==> config.mk <==
export PLATFORM = sky130hd
export DESIGN_NAME = fp_mul_seq_front_flat
export DESIGN_NICKNAME = d
export VERILOG_FILES = /design/src/rtl/fp_mul_pkg.sv /design/src/rtl/fp_mul_seq_front_if.sv /design/src/rtl/mant_shift_add_mul.sv /design/src/rtl/fp_mul_seq_front.sv /design/src/flat_wrapper.sv
export SDC_FILE = /design/constraint.sdc
export NUM_CORES = 1
export LEC_CHECK = 0
export ABC_AREA = 1
export CORE_ASPECT_RATIO = 0.8
export CORE_UTILIZATION = 60
export DETAILED_ROUTE_END_ITERATION = 7
export GPL_TIMING_DRIVEN = 0
export PLACE_DENSITY = 0.86
export SETUP_SLACK_MARGIN = 0.02
export SYNTH_ARGS = -nofsm -noshare
export SYNTH_HDL_FRONTEND = slang
export SYNTH_SLANG_ARGS = --single-unit
==> constraint.sdc <==
create_clock -name clk -period 6.05 [get_ports clk]
set_clock_uncertainty 0.1 [all_clocks]
set_input_delay 1.21 -clock clk [delete_from_list [all_inputs] [get_ports clk]]
set_output_delay 1.21 -clock clk [all_outputs]
set_load 0.005 [all_outputs]
==> src/rtl/fp_mul_pkg.sv <==
// Shared FP32 multiply types and widths, used by the sequential front end and the normalize stage.
package fp_mul_pkg;

  localparam int unsigned EXP_W     = 8;
  localparam int unsigned MANT_W    = 24;
  localparam int unsigned FRAC_W    = 23;
  localparam int unsigned BIAS      = 127;
  localparam int unsigned PROD_W    = 2 * MANT_W;
  localparam int unsigned EXP_SUM_W = EXP_W + 1;
  localparam int unsigned CNT_W     = $clog2(MANT_W);

  typedef struct packed {
    logic              sign;
    logic [EXP_W-1:0]  exp;
    logic [FRAC_W-1:0] frac;
  } fp32_t;

  typedef enum logic [1:0] {
    IDLE = 2'd0,
    CALC = 2'd1,
    DONE = 2'd2
  } state_t;

endpackage

==> src/rtl/fp_mul_seq_front_if.sv <==
// Operand-in / unnormalized-result-out handshake bundle of the sequential FP32 multiply front end.
interface fp_mul_seq_front_if;
  import fp_mul_pkg::*;

  logic              in_valid;
  logic              in_ready;
  fp32_t             a;
  fp32_t             b;
  logic              out_valid;
  logic              out_ready;
  logic              out_sign;
  logic [EXP_W-1:0]  out_exp;
  logic [PROD_W-1:0] out_mant;

  modport master (
    output in_valid, a, b, out_ready,
    input  in_ready, out_valid, out_sign, out_exp, out_mant
  );

  modport slave (
    input  in_valid, a, b, out_ready,
    output in_ready, out_valid, out_sign, out_exp, out_mant
  );

endinterface

==> src/rtl/mant_shift_add_mul.sv <==
// Radix-2 shift-and-add significand multiplier: one partial product per step, MANT_W steps per product.
module mant_shift_add_mul
  import fp_mul_pkg::*;
(
  input  logic              clk,
  input  logic              rst,
  input  logic              start,
  input  logic              step,
  input  logic [FRAC_W-1:0] a_frac,
  input  logic [FRAC_W-1:0] b_frac,
  output logic [PROD_W-1:0] acc,
  output logic              done_c
);

  logic [PROD_W-1:0] mcand;
  logic [MANT_W-1:0] mplr;
  logic [CNT_W-1:0]  count;

  // Hidden bit is forced to 1; exceptional encodings are left to downstream.
  always_ff @(posedge clk) begin
    if (rst) begin
      acc   <= '0;
      mcand <= '0;
      mplr  <= '0;
      count <= '0;
    end else if (start) begin
      acc   <= '0;
      mcand <= {{(PROD_W-MANT_W){1'b0}}, 1'b1, a_frac};
      mplr  <= {1'b1, b_frac};
      count <= '0;
    end else if (step) begin
      if (mplr[0]) begin
        acc <= acc + mcand;
      end
      mcand <= mcand << 1;
      mplr  <= mplr >> 1;
      count <= count + CNT_W'(1);
    end
  end

  assign done_c = step && (count == CNT_W'(MANT_W - 1));

endmodule

==> src/rtl/fp_mul_seq_front.sv <==
// Sequential FP32 multiply front end: sign/exponent registers, handshake FSM and the iterative mantissa core.
module fp_mul_seq_front
  import fp_mul_pkg::*;
(
  input  logic               clk,
  input  logic               rst,
  fp_mul_seq_front_if.slave  bus,
  output logic               busy
);

  state_t                 state_q;
  state_t                 state_d;
  logic                   load_c;
  logic                   done_c;
  logic                   out_sign_q;
  logic [EXP_W-1:0]       out_exp_q;
  logic [PROD_W-1:0]      acc;
  logic [EXP_SUM_W-1:0]   exp_sum_c;

  // Biased exponent wraps modulo 2^EXP_W; no overflow/underflow flagging here.
  assign exp_sum_c = {1'b0, bus.a.exp} + {1'b0, bus.b.exp} - EXP_SUM_W'(BIAS);

  always_ff @(posedge clk) begin
    if (rst) begin
      state_q <= IDLE;
    end else begin
      state_q <= state_d;
    end
  end

  always_comb begin
    state_d = state_q;
    load_c  = 1'b0;
    unique case (state_q)
      IDLE: begin
        if (bus.in_valid && !rst) begin
          load_c  = 1'b1;
          state_d = CALC;
        end
      end
      CALC: begin
        if (done_c) begin
          state_d = DONE;
        end
      end
      DONE: begin
        if (bus.out_ready) begin
          state_d = IDLE;
        end
      end
      default: state_d = IDLE;
    endcase
  end

  always_ff @(posedge clk) begin
    if (rst) begin
      out_sign_q <= 1'b0;
      out_exp_q  <= '0;
    end else if (load_c) begin
      out_sign_q <= bus.a.sign ^ bus.b.sign;
      out_exp_q  <= EXP_W'(exp_sum_c);
    end
  end

  mant_shift_add_mul u_mul (
    .clk    (clk),
    .rst    (rst),
    .start  (load_c),
    .step   (state_q == CALC),
    .a_frac (bus.a.frac),
    .b_frac (bus.b.frac),
    .acc    (acc),
    .done_c (done_c)
  );

  assign bus.in_ready  = (state_q == IDLE) && !rst;
  assign bus.out_valid = (state_q == DONE) && !rst;
  assign bus.out_sign  = out_sign_q;
  assign bus.out_exp   = out_exp_q;
  assign bus.out_mant  = acc;
  assign busy          = (state_q != IDLE) && !rst;

endmodule

==> src/flat_wrapper.sv <==
// flat-port wrapper written by rule: the top's interface ports become plain ports
module fp_mul_seq_front_flat import fp_mul_pkg::*;
  (clk, rst, busy, bus_in_valid, bus_a, bus_b, bus_out_ready, bus_in_ready, bus_out_valid, bus_out_sign, bus_out_exp, bus_out_mant);
  fp_mul_seq_front_if bus_i ();
  input  logic clk;
  input  logic rst;
  output logic busy;
  input wire logic [$bits(bus_i.in_valid)-1:0] bus_in_valid;
  input wire logic [$bits(bus_i.a)-1:0] bus_a;
  input wire logic [$bits(bus_i.b)-1:0] bus_b;
  input wire logic [$bits(bus_i.out_ready)-1:0] bus_out_ready;
  output wire logic [$bits(bus_i.in_ready)-1:0] bus_in_ready;
  output wire logic [$bits(bus_i.out_valid)-1:0] bus_out_valid;
  output wire logic [$bits(bus_i.out_sign)-1:0] bus_out_sign;
  output wire logic [$bits(bus_i.out_exp)-1:0] bus_out_exp;
  output wire logic [$bits(bus_i.out_mant)-1:0] bus_out_mant;
  assign bus_i.in_valid = bus_in_valid;
  assign bus_i.a = bus_a;
  assign bus_i.b = bus_b;
  assign bus_i.out_ready = bus_out_ready;
  assign bus_in_ready = bus_i.in_ready;
  assign bus_out_valid = bus_i.out_valid;
  assign bus_out_sign = bus_i.out_sign;
  assign bus_out_exp = bus_i.out_exp;
  assign bus_out_mant = bus_i.out_mant;
  fp_mul_seq_front u_core (.clk(clk), .rst(rst), .bus(bus_i), .busy(busy));
endmodule
Word-level counts from Yosys, hierarchy flattened
Index checks and enable logic that the tools add are counted.
{ "op_classes": {"n_reduce_logical": 12, "n_bitwise": 1, "n_eq_ne": 6, "muxes": 10, "add_sub_neg": 4} }
{ "op_table": {"columns": ["op", "count"], "rows": [
  ["24-bit 2-to-1 mux", 4],
  ["48-bit adder", 1],
  ["8-bit adder", 1],
  ["8-bit by 7-bit subtractor with 8-bit output, second input constant", 1],
  ["2-bit 2-to-1 mux", 3],
  ["2-bit case mux with 3 select lines", 1],
  ["5-bit by 1-bit adder with 5-bit output, second input constant", 1],
  ["5-bit == test, second input constant", 1],
  ["1-bit logical AND", 5],
  ["2-bit by 1-bit inequality test with 1-bit output, second input constant", 2],
  ["2-bit nonzero test", 2],
  ["3-bit AND reduction", 1],
  ["2-bit by 1-bit == test with 1-bit output, second input constant", 1],
  ["2-bit == test, second input constant", 1],
  ["2-bit zero test", 1],
  ["1-bit 2-to-1 mux", 2],
  ["2-bit inequality test, second input constant", 1],
  ["2-bit AND reduction", 1],
  ["2-bit OR reduction", 1],
  ["1-bit zero test", 1],
  ["1-bit XOR", 1]
]} }
{ "totals": {"elab_cells": 41, "out_inout_bits": 60, "inputBits": 68, "ff_bits": 136} }

Logic depth before layout (Yosys ltp)
{ "logic_depth": {"depth_word": 5, "mapped_depth": 15, "ltp_nobuf": 15} }

Modules after synthesis
Synthesis repeated with hierarchy kept, for this count alone.
{ "hier_totals": {"cells_unflattened": 1664, "area_unflattened_um2": 9965.8} }
{ "modules_own_cells": {"columns": ["mod", "n_inst", "cells_each", "area_each_um2", "seq_area_each_um2"], "rows": [
  ["mant_shift_add_mul", 1, 1552, 9133.8, 2502.4],
  ["fp_mul_seq_front", 1, 112, 832.0, 220.2]
]} }

Worst setup path after synthesis
OpenSTA, ideal clock, no wires.
{ "synth_path": {"kind": "input -> output", "startpoint": "input rst", "endpoint": "output bus_out_valid", "t_required_ns": 4.740, "path_buffers": 2, "stages": 3, "t_arrival_ns": 1.744, "slack_ns": 2.996, "path_cell_list": "buf_4 > clkbuf_1 > nor3_1"} }
{ "synth_via": {"elab_chain_cells": 2} }
{ "synth_rtl": {"columns": ["item", "line", "rtl"], "rows": [
  ["from (decl)", "flat_wrapper.sv:6", "input logic rst;"],
  ["1-bit zero test", "fp_mul_seq_front.sv:77", "assign bus.out_valid = (state_q == DONE) && !rst;"],
  ["1-bit logical AND", "fp_mul_seq_front.sv:77", null],
  ["to (decl)", "flat_wrapper.sv:13", "output wire logic [$bits(bus_i.out_valid)-1:0] bus_out_valid;"]
]} }
No other way between the ends.

Worst setup path after layout
Same ends and word-level chain as after synthesis.

==> impl_results.md <==
* Outcome: finished clean
* Critical path class: in2out
* Fin. Hold Viols at 0
* Worst Tran Pin Value at 0.753 ns
* Clock Latency Late Sink at 0.45 ns
* Post-CTS setup buffers at 0
* Residual DRC at 0
* Commonest register cell after synthesis: dfxtp_1
* Non-Filler Instances at 1,972
* Die Area at 0.0167 mm²
* Sequential area share after synthesis at 0.280
* Share of cells above drive strength 1 at 0.0660
* Vias after detailed routing at 11,000
* # Max-Cap Violations at 0
* P_leak at 5.82 nW
* Syn Area/Cell at 6.08 µm²
* Post-synth EDFFs at 0
* CTS Buffer Depth at 2
* Register bit count reported by yosys at 136
* Post-DP HPWL at 26,300 µm
* Total Power at 2.38 mW
* Syn-to-layout area delta at 21.9%
* DRT iter0 DRCs at 1,125
* Syn Inst Count at 1,599
* Post-CTS resize count at 0
* Final Setup Violations at 0
* DIE WIDTH at 144 µm
* Nets at 1,875
* Number of global-route vias before repair at 9,993
* First-pass GRT wire length at 53,800 µm
* Initial antenna violation count at 0
* Clock slew at reported path FFs at 0.06 ns
* DR pass1 iterations at 6
* Pin count of the biggest net entering global routing at 17
* Crit-path cells: buf_4, clkbuf_1, nor3_1, clkdlybuf4s50_1
* Power density cells at 201 mW/mm²
* Layout Utilization at 0.750
* Library cells used by synthesis at 42
* Slew margin rel. at 0.498
* CTS buffer count at 17
* TritonCTS Sinks at 136
* Commonest non-fill, non-tap cell in the layout: nand2_1
* Placed cells at 1,940
* Final period util at 0.632
* Routed wire length at 34,800 µm
* Tightest Hold Check Type: reg2reg
* FFs w/ async S/R, synth at 0
* Commonest cells after routing, fill and taps aside: nand2_1, inv_1, dfxtp_1, clkdlybuf4s50_1, nor2_1
* ANT cells at 0
* Yosys warns at 0
* H-tree depth at 4
* Die height at 116 µm
* Core area at 0.0158 mm²
* CP endpoint kind: output port
* Tmin final at 3.83 ns
* IO buf count at 126
* Setup TNS at 0 ns
* Grt total ovfl at 0
* CP required at 4.74 ns
* Initial Utilization at 0.615
* CTS tree: done
* Max incr delay on CP at 0.54 ns
* Critical path data arrival time at 2.52 ns
* Unrepaired setup endpoints after global routing: no
* Post-place instance area at 0.0112 mm²
* Filler cells at 1,219
* Top Ports at 128
* Crit path max-delay cell type: clkdlybuf4s50_1
* Critical path fanouts, max at 10
* Fin area at 0.0118 mm²
* Peak Freq at 261 MHz
* Wire per inst at 17.6 µm
* GRT Total Usage at 0.431
* Synthesized net count at 1,730
* Vias/cell at 5.58
* Startpoint types: input pin
* Root buf cell: clkbuf_16
* Peak supply drop at 196 µV
* Synthesized area at 0.00972 mm²
* RD Place Congestion at 0.977
* Final max-slew violation count at 0
* Hold buffer count at cts at 0
* Routed Antenna Nets at 0
* Row count at 41
layer usage:
layer | global-route usage | wire length (µm)
met1 | 0.606 | 15300
met3 | 0.0905 | 3850
met4 | 0.169 | 1120
met5 | 0 | 0
met2 | 0.641 | 14600
cells by family after synthesis:
group           synth area share
fa+ha+maj                 0.0827
xor+xnor                  0.0198
compound gates             0.115
buf+inv                    0.134
flops                      0.280
simple gates               0.368
cells in the mapped netlist, types with 3 or more instances:
library cell | number | area, µm²
a21oi_1 | 71 | 355
a31oi_1 | 47 | 294
buf_2 | 20 | 100
buf_6 | 9 | 101
clkbuf_1 | 13 | 48.8
dfxtp_1 | 136 | 2720
ha_1 | 61 | 763
inv_1 | 260 | 976
inv_2 | 16 | 60.1
nand2_1 | 636 | 2390
nand2_2 | 10 | 62.6
nand3_1 | 78 | 390
nand3_2 | 4 | 40.0
nand3b_1 | 3 | 22.5
nand4_1 | 14 | 87.6
nor2_1 | 84 | 315
nor2_2 | 14 | 87.6
nor2_4 | 4 | 45.0
nor3_1 | 8 | 40.0
nor3_2 | 3 | 30.0
o211ai_1 | 4 | 30.0
o21a_1 | 19 | 143
o21ai_0 | 27 | 135
o21ai_1 | 4 | 20.0
o21bai_1 | 12 | 90.1
xnor2_1 | 10 | 87.6
xor2_1 | 12 | 105
power by group:
part | internal (mW) | total (mW) | leakage, nW | switching [mW]
registers | 0.931 | 0.962 | 1.10 | 0.0316
logic | 0.145 | 0.342 | 4.43 | 0.197
clock network | 0.596 | 1.08 | 0.291 | 0.485
total | 1.67 | 2.38 | 5.82 | 0.714
metrics by stage:
stage,setup WS [ns],hold slack (ns)
floorplan,3.00,0.349
global placement,2.32,0.339
detailed placement,2.30,0.358
CTS,2.26,0.381
global route,2.22,0.397
finish,2.22,0.384
final timing paths:
check	start	endpoint	slack, ns	cells past startpoint
worst min register to register	u_core.u_mul.mplr[22]	u_core.u_mul.mplr[22]	0.38	2
worst max register to register	u_core.u_mul.acc[0]	u_core.u_mul.acc[32]	3.37	14
worst max-delay path	rst	bus_out_valid	2.22	4
worst min-delay path	u_core.u_mul.mplr[22]	u_core.u_mul.mplr[22]	0.38	2
state kept, by name (all words and copies together), names as in the netlist:
signal and cells:
u_core.state_q 2, u_core.bus.out_exp 8, u_core.u_mul.mplr 24, u_core.u_mul.acc 48, u_core.u_mul.count 5, u_core.u_mul.mcand 48, u_core.bus.out_sign 1
worst max-delay path: cells and delay by family:
kind / cells / cell delay, ns
buf+inv: 3 / 1.01
simple gates: 1 / 0.30
area by class of cell:
| type | count | area (µm²) | area share |
|---|---|---|---|
| Multi-Input combinational cell | 1142 | 5690 | 0.481 |
| Sequential cell | 136 | 2720 | 0.230 |
| Timing Repair Buffer | 126 | 1260 | 0.106 |
| Inverter | 277 | 1040 | 0.0878 |
| Clock buffer | 18 | 439 | 0.0371 |
| Tap cell | 215 | 269 | 0.0227 |
| Buffer | 44 | 262 | 0.0221 |
| Clock inverter | 14 | 158 | 0.0133 |
Power figures use the tool's default switching activity.
